## src/rtl/imem_loader_if.sv

```systemverilog
// Byte-stream input and instruction-memory write port of the boot loader.
// The master modport is the byte source / memory side, the slave modport
// is the loader itself.
interface imem_loader_if #(
  parameter int ADDR_WIDTH = 10
);
  logic                  in_valid;
  logic [7:0]            in_byte;
  logic                  in_ready;
  logic                  mem_we;
  logic [ADDR_WIDTH-1:0] mem_addr;
  logic [15:0]           mem_wdata;

  modport master (
    output in_valid, in_byte,
    input  in_ready, mem_we, mem_addr, mem_wdata
  );

  modport slave (
    input  in_valid, in_byte,
    output in_ready, mem_we, mem_addr, mem_wdata
  );
endinterface

```

## src/rtl/imem_loader.sv

```systemverilog
// Boot-time instruction memory loader. Parses a byte stream of the form
// {count lo, count hi, N x (word lo, word hi), xor checksum}, writes each
// word to instruction memory and releases the processor reset only after
// the whole image has been written and the checksum matched.
module imem_loader #(
  parameter int ADDR_WIDTH = 10
) (
  input  logic          clk,
  input  logic          reset,
  input  logic          start,
  imem_loader_if.slave  bus,
  output logic          cpu_reset,
  output logic          busy,
  output logic          done,
  output logic          error
);

  typedef enum logic [2:0] {
    S_IDLE,
    S_CNT_LO,
    S_CNT_HI,
    S_DATA_LO,
    S_DATA_HI,
    S_CHK,
    S_DONE,
    S_ERR
  } state_t;

  localparam logic [31:0] MAX_WORDS = 32'd1 << ADDR_WIDTH;

  state_t                state_q, state_d;
  logic [ADDR_WIDTH:0]   idx_q, idx_d;        // one extra bit so N = depth never wraps
  logic [7:0]            xor_q, xor_d;        // running XOR of data bytes only
  logic [7:0]            cnt_lo_q, cnt_lo_d;
  logic [15:0]           count_q, count_d;
  logic [7:0]            lo_q, lo_d;          // low byte of the word in flight
  logic                  mem_we_q, mem_we_d;
  logic [ADDR_WIDTH-1:0] mem_addr_q, mem_addr_d;
  logic [15:0]           mem_wdata_q, mem_wdata_d;

  logic                  in_ready_w;
  logic                  accept;
  logic [15:0]           n_w;
  logic [31:0]           idx_inc_w;

  // in_ready depends only on the state register, never on in_valid.
  assign in_ready_w = (state_q == S_CNT_LO) || (state_q == S_CNT_HI) ||
                      (state_q == S_DATA_LO) || (state_q == S_DATA_HI) ||
                      (state_q == S_CHK);
  assign accept     = bus.in_valid && in_ready_w;
  assign n_w        = {bus.in_byte, cnt_lo_q};
  assign idx_inc_w  = 32'(idx_q) + 32'd1;

  assign bus.in_ready  = in_ready_w;
  assign bus.mem_we    = mem_we_q;
  assign bus.mem_addr  = mem_addr_q;
  assign bus.mem_wdata = mem_wdata_q;
  assign busy          = in_ready_w;
  assign cpu_reset     = (state_q != S_DONE);
  assign done          = (state_q == S_DONE);
  assign error         = (state_q == S_ERR);

  // Next-state, datapath updates and the one-cycle write pulse.
  always_comb begin
    state_d     = state_q;
    idx_d       = idx_q;
    xor_d       = xor_q;
    cnt_lo_d    = cnt_lo_q;
    count_d     = count_q;
    lo_d        = lo_q;
    mem_we_d    = 1'b0;
    mem_addr_d  = mem_addr_q;
    mem_wdata_d = mem_wdata_q;

    case (state_q)
      S_IDLE, S_DONE, S_ERR: begin
        if (start) begin
          state_d = S_CNT_LO;
          idx_d   = '0;
          xor_d   = '0;
        end
      end
      S_CNT_LO: begin
        if (accept) begin
          cnt_lo_d = bus.in_byte;
          state_d  = S_CNT_HI;
        end
      end
      S_CNT_HI: begin
        if (accept) begin
          count_d = n_w;
          if ((n_w == 16'd0) || (32'(n_w) > MAX_WORDS)) begin
            state_d = S_ERR;
          end else begin
            state_d = S_DATA_LO;
          end
        end
      end
      S_DATA_LO: begin
        if (accept) begin
          lo_d    = bus.in_byte;
          xor_d   = xor_q ^ bus.in_byte;
          state_d = S_DATA_HI;
        end
      end
      S_DATA_HI: begin
        if (accept) begin
          mem_we_d    = 1'b1;
          mem_addr_d  = idx_q[ADDR_WIDTH-1:0];
          mem_wdata_d = {bus.in_byte, lo_q};
          xor_d       = xor_q ^ bus.in_byte;
          idx_d       = idx_q + {{ADDR_WIDTH{1'b0}}, 1'b1};
          if (idx_inc_w < 32'(count_q)) begin
            state_d = S_DATA_LO;
          end else begin
            state_d = S_CHK;
          end
        end
      end
      S_CHK: begin
        if (accept) begin
          state_d = (bus.in_byte == xor_q) ? S_DONE : S_ERR;
        end
      end
      default: state_d = S_IDLE;
    endcase
  end

  // State and datapath registers; reset drops any pending write.
  always_ff @(posedge clk) begin
    if (reset) begin
      state_q     <= S_IDLE;
      idx_q       <= '0;
      xor_q       <= '0;
      cnt_lo_q    <= '0;
      count_q     <= '0;
      lo_q        <= '0;
      mem_we_q    <= 1'b0;
      mem_addr_q  <= '0;
      mem_wdata_q <= '0;
    end else begin
      state_q     <= state_d;
      idx_q       <= idx_d;
      xor_q       <= xor_d;
      cnt_lo_q    <= cnt_lo_d;
      count_q     <= count_d;
      lo_q        <= lo_d;
      mem_we_q    <= mem_we_d;
      mem_addr_q  <= mem_addr_d;
      mem_wdata_q <= mem_wdata_d;
    end
  end

endmodule

```

## src/flat_wrapper.sv

```systemverilog
// flat-port wrapper written by rule: the top's interface ports become plain ports
module imem_loader_flat 
#(
  parameter int ADDR_WIDTH = 10
)
  (clk, reset, start, cpu_reset, busy, done, error, bus_in_valid, bus_in_byte, bus_in_ready, bus_mem_we, bus_mem_addr, bus_mem_wdata);
  imem_loader_if #(.ADDR_WIDTH(ADDR_WIDTH)) bus_i ();
  input  logic clk;
  input  logic reset;
  input  logic start;
  output logic cpu_reset;
  output logic busy;
  output logic done;
  output logic error;
  input wire logic [$bits(bus_i.in_valid)-1:0] bus_in_valid;
  input wire logic [$bits(bus_i.in_byte)-1:0] bus_in_byte;
  output wire logic [$bits(bus_i.in_ready)-1:0] bus_in_ready;
  output wire logic [$bits(bus_i.mem_we)-1:0] bus_mem_we;
  output wire logic [$bits(bus_i.mem_addr)-1:0] bus_mem_addr;
  output wire logic [$bits(bus_i.mem_wdata)-1:0] bus_mem_wdata;
  assign bus_i.in_valid = bus_in_valid;
  assign bus_i.in_byte = bus_in_byte;
  assign bus_in_ready = bus_i.in_ready;
  assign bus_mem_we = bus_i.mem_we;
  assign bus_mem_addr = bus_i.mem_addr;
  assign bus_mem_wdata = bus_i.mem_wdata;
  imem_loader #(.ADDR_WIDTH(ADDR_WIDTH)) u_core (.clk(clk), .reset(reset), .start(start), .bus(bus_i), .cpu_reset(cpu_reset), .busy(busy), .done(done), .error(error));
endmodule
```

## config.mk

```make
export PLATFORM = sky130hd
export DESIGN_NAME = imem_loader_flat
export DESIGN_NICKNAME = d
export VERILOG_FILES = /design/src/rtl/imem_loader_if.sv /design/src/rtl/imem_loader.sv /design/src/flat_wrapper.sv
export SDC_FILE = /design/constraint.sdc
export NUM_CORES = 1
export LEC_CHECK = 0
export CAP_MARGIN = 20
export CELL_PAD_IN_SITES_DETAIL_PLACEMENT = 1
export CELL_PAD_IN_SITES_GLOBAL_PLACEMENT = 1
export CORE_ASPECT_RATIO = 0.5
export CORE_UTILIZATION = 41
export DETAILED_ROUTE_END_ITERATION = 6
export PLACE_DENSITY = 0.87
export SLEW_MARGIN = 40
export SYNTH_ARGS = -nofsm -noshare
export SYNTH_HDL_FRONTEND = slang
export SYNTH_SLANG_ARGS = --single-unit
export TNS_END_PERCENT = 1
```

## constraint.sdc

```tcl
create_clock -name clk -period 2.9 [get_ports clk]
set_input_delay 0.58 -clock clk [delete_from_list [all_inputs] [get_ports clk]]
set_output_delay 0.58 -clock clk [all_outputs]
set_load 0.02 [all_outputs]
```

### Yosys cells after proc, flatten, opt, wreduce, memory -nomap -nowiden

Cells that the tools add are included.

| storage, ports and cells | value |
|---|---|
| bits in registers | 81 |
| output and inout port bits | 32 |
| logic and storage cells | 68 |

| cells by class | value |
|---|---|
| $add $sub $neg | 2 |
| $lt $le $gt $ge | 2 |
| eq/ne operators | 16 |
| multiplexer cells | 17 |
| bitwise operators | 2 |
| reduce and logical (&&, ||, !) cells | 20 |

Operator list:

| cell | number |
|---|---|
| 32-bit by 16-bit less-than comparator with 1-bit output | 1 |
| 3-bit 2-to-1 mux | 8 |
| 11-bit 2-to-1 mux | 2 |
| 11-bit one-hot mux with 2 select lines | 1 |
| 3-bit one-hot mux with 6 select lines | 1 |
| 16-bit by 11-bit greater-than comparator with 1-bit output (second input constant) | 1 |
| 16-bit logical NOT | 1 |
| 8-bit 2-to-1 mux | 2 |
| 8-bit one-hot mux with 2 select lines | 1 |
| 11-bit by 1-bit adder with 12-bit output (second input constant) | 1 |
| 3-bit == test (second input constant) | 4 |
| 2-bit by 1-bit != test with 1-bit output (second input constant) | 6 |
| 11-bit by 1-bit adder with 11-bit output (second input constant) | 1 |
| 8-bit == test | 1 |
| 2-bit AND reduction | 4 |
| 8-bit XOR | 1 |
| 3-bit by 2-bit == test with 1-bit output (second input constant) | 2 |
| 3-bit AND reduction | 2 |
| 6-bit AND reduction | 1 |
| 1-bit logical OR | 5 |
| 2-bit nonzero test | 2 |
| 2-bit OR reduction | 2 |
| 3-bit by 1-bit == test with 1-bit output (second input constant) | 1 |
| 3-bit logical NOT | 1 |
| 6 further kinds | 7 |

### Longest topological paths before layout

| depth | value |
|---|---|
| word-level depth | 8 |
| depth in mapped cells | 11 |
| gate-level depth less buffers | 11 |

### Worst setup path after synthesis

OpenSTA, ideal clock, no wires.

| timing path | value |
|---|---|
| kind | register to register |
| from | register u_core.idx_q[0] |
| to | register u_core.state_q[1] |
| arrival time | 2299 ps |
| required time | 2784 ps |
| slack | 485 ps |
| stages on the path, launching flop included | 12 |
| buffers on the path | 0 |
| path through | dfxtp_1 -> ha_1 -> nand3_2 -> nor2_4 -> nand3_2 -> xnor2_1 -> ha_1 -> and4_1 -> nand2_1 -> a2111oi_2 -> nor2_1 -> a31o_2 |

| between the ends | value |
|---|---|
| longest elaborated chain between the ends | 5 |

RTL lines:

| element | line | RTL |
|---|---|---|
| start, declared | imem_loader.sv:32 | `logic [ADDR_WIDTH:0] idx_q, idx_d;` |
| start signal, assigned | imem_loader.sv:143 | `idx_q <= idx_d;` |
| 11-bit by 1-bit adder with 12-bit output | imem_loader.sv:52 | `assign idx_inc_w = 32'(idx_q) + 32'd1;` |
| 32-bit by 16-bit less-than comparator with 1-bit output | imem_loader.sv:113 | `if (idx_inc_w < 32'(count_q)) begin` |
| 3-bit 2-to-1 mux | imem_loader.sv:113 |  |
| 3-bit 2-to-1 mux | imem_loader.sv:107 | `if (accept) begin` |
| 3-bit one-hot mux with 6 select lines | imem_loader.sv:75 | `case (state_q)` |
| end signal, assigned | imem_loader.sv:142 | `state_q <= state_d;` |
| end, declared | imem_loader.sv:31 | `state_t state_q, state_d;` |

No other way between the ends. The select of a mux whose other input is x is not followed.
A chain may end at the register's enable or synchronous reset.

### Final worst setup path

Same ends and word-level chain as after synthesis.

==> impl_metrics.ini <==
[min_path]
hold-path-cell-count = 2
hold_path.class = reg -> reg

[critical_path]
path_class = reg -> reg
endpoint_kind = flip-flop
reg2reg_depth = 11
worstPathArrival_ps = 2980
path_max_fanout = 7
start_kind = flip-flop
crit_required_ps = 3140

[floorplanning]
ioPinCount = 44
core_area_um2 = 8890
die_h_um = 70.3
rows = 24
dieArea_um2 = 9750
initial_utilization_pct = 43.1
die_w_um = 139

[yosys]
syn_area_um2 = 3830
avgSynthCellArea_um2 = 7.88
synthCells = 486
yosysSeqAreaShare_pct = 42.4
ys_types = 53
synthesis.nets = 510
yosysWarnings = 0
ys_ff_latch = 81

[sta]
min_period_over_period_pct = 94.4
max_slew_margin_pct = 62.1
worstMarginPinSlew_ps = 567
clock.fmax_ghz = 0.365
fin_setup_tns_ps = 0
maxSlewViolCount = 0
finalSetupViolCount = 0
fin_skew_ps = 4.88
finalCriticalPeriod_ps = 2740
grt_setup_unrepaired = false
hold_viol_final = 0

[pwr]
leakage_nw = 1.66
power.density_nw_per_um2 = 608
ir_drop_mv = 0.336
total_power_mw = 2.83

[grt]
met1_usage_pct = 30.1
grt_overflow = 0
gr-usage-met2_pct = 38.8
gr-usage-met3_pct = 5.62
grt_pass1_vias = 3450
grt_max_degree = 32
grt_antenna_before_repair = 0
top_usage_layer = met2
grt_pass1_wl_um = 17500
grt_usage_pct = 23.4

[routing]
ant_nets = 0
wl_per_cell_um = 16.8
drc_errors = 2
viasPerCell = 5.43
totalWireLength_um = 10800
dr.pass1.iters = 6
first_iter_violations = 183
vias = 3507

[final_layout]
drive_above_1_share_pct = 9.26
fin_nets = 548
nFillCells = 1082
area_growth_pct = 21.7
antenna_cells = 0
final-seq-area_um2 = 1620
multi_input_area_um2 = 1980
finalInstanceArea_um2 = 4660

[place]
port_buffers = 43
gp_congestion = 0.764
place_area_um2 = 4370
hpwlAfterDp_um = 7500

[clocking]
clkSlewWorstSetupHoldPaths_ps = 60
htree_levels = 3
cts_buffer_depth = 2
hold_buffers = 0
cts_num_sinks = 81
cts_root_buf = clkbuf_16
insertion_delay_ps = 340
cts_tree = yes
cts_inserted_buffers = 9

[flow_run]
drv_cap = 0

[run_status]
failed_checks = design-rule violations
status = finished, violations left
==> final timing paths <==
check / to / from / slack [ps]
worst max-delay path: u_core.state_q[1]$_SDFFE_PP0P_ / u_core.idx_q[0]$_SDFFE_PP0P_ / 160
worst min-delay path: u_core.bus.mem_wdata[7]$_SDFFE_PP0P_ / u_core.lo_q[7]$_SDFFE_PP0P_ / 450
worst max register to register: u_core.state_q[1]$_SDFFE_PP0P_ / u_core.idx_q[0]$_SDFFE_PP0P_ / 160
worst min register to register: u_core.bus.mem_wdata[7]$_SDFFE_PP0P_ / u_core.lo_q[7]$_SDFFE_PP0P_ / 450
==> cells in the mapped netlist, drive strengths merged <==
library cell	number	area, um2
nand2	122	460
dfxtp	81	1620
a21oi	74	378
nor2	35	149
buf	21	109
inv	21	78.8
o21ai	17	85.1
ha	12	150
clkbuf	10	37.5
nand3	10	65.1
mux2i	9	90.1
nor3	7	56.3
xor2	7	61.3
nor2b	6	37.5
xnor2	6	52.6
nand3b	5	37.5
and2	4	25.0
and3	4	25.0
a22oi	3	22.5
a31oi	3	18.8
nand4	3	18.8
nor4	3	33.8
a2111oi	2	30.0
a311oi	2	17.5
and3b	2	17.5
nand2b	2	12.5
or3	2	12.5
a21boi	1	18.8
a221o	1	10.0
a221oi	1	8.76
a222oi	1	10.0
a31o	1	8.76
a41oi	1	8.76
and4	1	8.76
mux2	1	11.3
o22ai	1	6.26
o311ai	1	8.76
o31ai	1	7.51
o32ai	1	8.76
or4	1	7.51
==> placed cells by master, fill, tap and decap left out, drive strengths merged, types with 2 or more instances in the layout <==
| cell type | count |
|---|---|
| a31oi | 3 |
| or3 | 2 |
| a21oi | 74 |
| nand4 | 3 |
| dfxtp | 81 |
| clkinv | 2 |
| clkdlybuf4s50 | 42 |
| xor2 | 7 |
| and2 | 4 |
| nand2 | 122 |
| xnor2 | 6 |
| o21ai | 17 |
| and3b | 2 |
| nor3 | 7 |
| nand2b | 2 |
| mux2i | 9 |
| a22oi | 3 |
| nor2b | 6 |
| a311oi | 2 |
| ha | 12 |
| inv | 21 |
| and3 | 4 |
| nand3 | 10 |
| nor4 | 3 |
| buf | 16 |
| nand3b | 5 |
| clkbuf | 13 |
| a2111oi | 2 |
| nor2 | 35 |
==> power breakdown <==
group,leakage [nW],switching (mW),total (mW),internal (mW)
sequential,0.654,0.0470,1.20,1.15
clock,0.144,0.443,1.13,0.688
combinational,0.861,0.316,0.500,0.184
==> stage by stage <==
step | hold slack (ps) | setup WS, ps | cells | utilization (%)
after global routing | 478 | 14.0 | 646 | 52.4
after CTS | 458 | 149 | 646 | 52.4
after global placement | 444 | 325 | 630 | 49.1
after detailed placement | 448 | 170 | 630 | 49.1
final | 453 | 163 | 646 | 52.4
after floorplan | 432 | 485 | 486 | -
==> flip-flops by register name, indices dropped and copies added, names as in the netlist <==
signal	flops
u_core.idx_q	11
u_core.count_q	16
u_core.state_q	3
u_core.cnt_lo_q	8
u_core.lo_q	8
u_core.bus.mem_addr	10
u_core.bus.mem_we	1
u_core.bus.mem_wdata	16
u_core.xor_q	8
==> cell families after synthesis <==
kind of cell	synth area share (%)
compound gates	16.9
xor+xnor	2.97
fa+ha+maj	3.92
buf+inv	5.88
flops	42.4
mux	2.65
simple gates	25.3
==> critical path, stage by stage, from the launching register on <==
cell       delay, ps
dfxtp_1          460
ha_2             280
nand3_2          160
nor2_4           210
nand3_2          110
xnor2_1          170
ha_1             280
and4_1           200
nand2_1           90
a2111oi_2        370
nor2_1            80
a31o_2           240
==> what timing repair did <==
action / CTS / global route
resized for setup: 0 / 1
endpoints found under the setup margin: 0 / 2
buffers inserted: 0 / 0
hold endpoints to repair: 0 / 0
==> routing by layer <==
| layer | wire length, um | share of wire [%] |
|---|---|---|
| met4 | 110 | 1.0 |
| met2 | 5120 | 47 |
| met3 | 469 | 4.3 |
| met5 | 0 | 0 |
| met1 | 5130 | 47 |
==> area by class of cell <==
class                      count  share of cell area [%]
clock inverter                 3                   0.860
inverter                      21                    1.69
clock buffer                  13                    5.37
timing repair buffer          58                    11.5
tap                          117                    3.14
multi-input combinational    353                    42.6
sequential                    81                    34.8
Power figures use the tool's default switching activity.
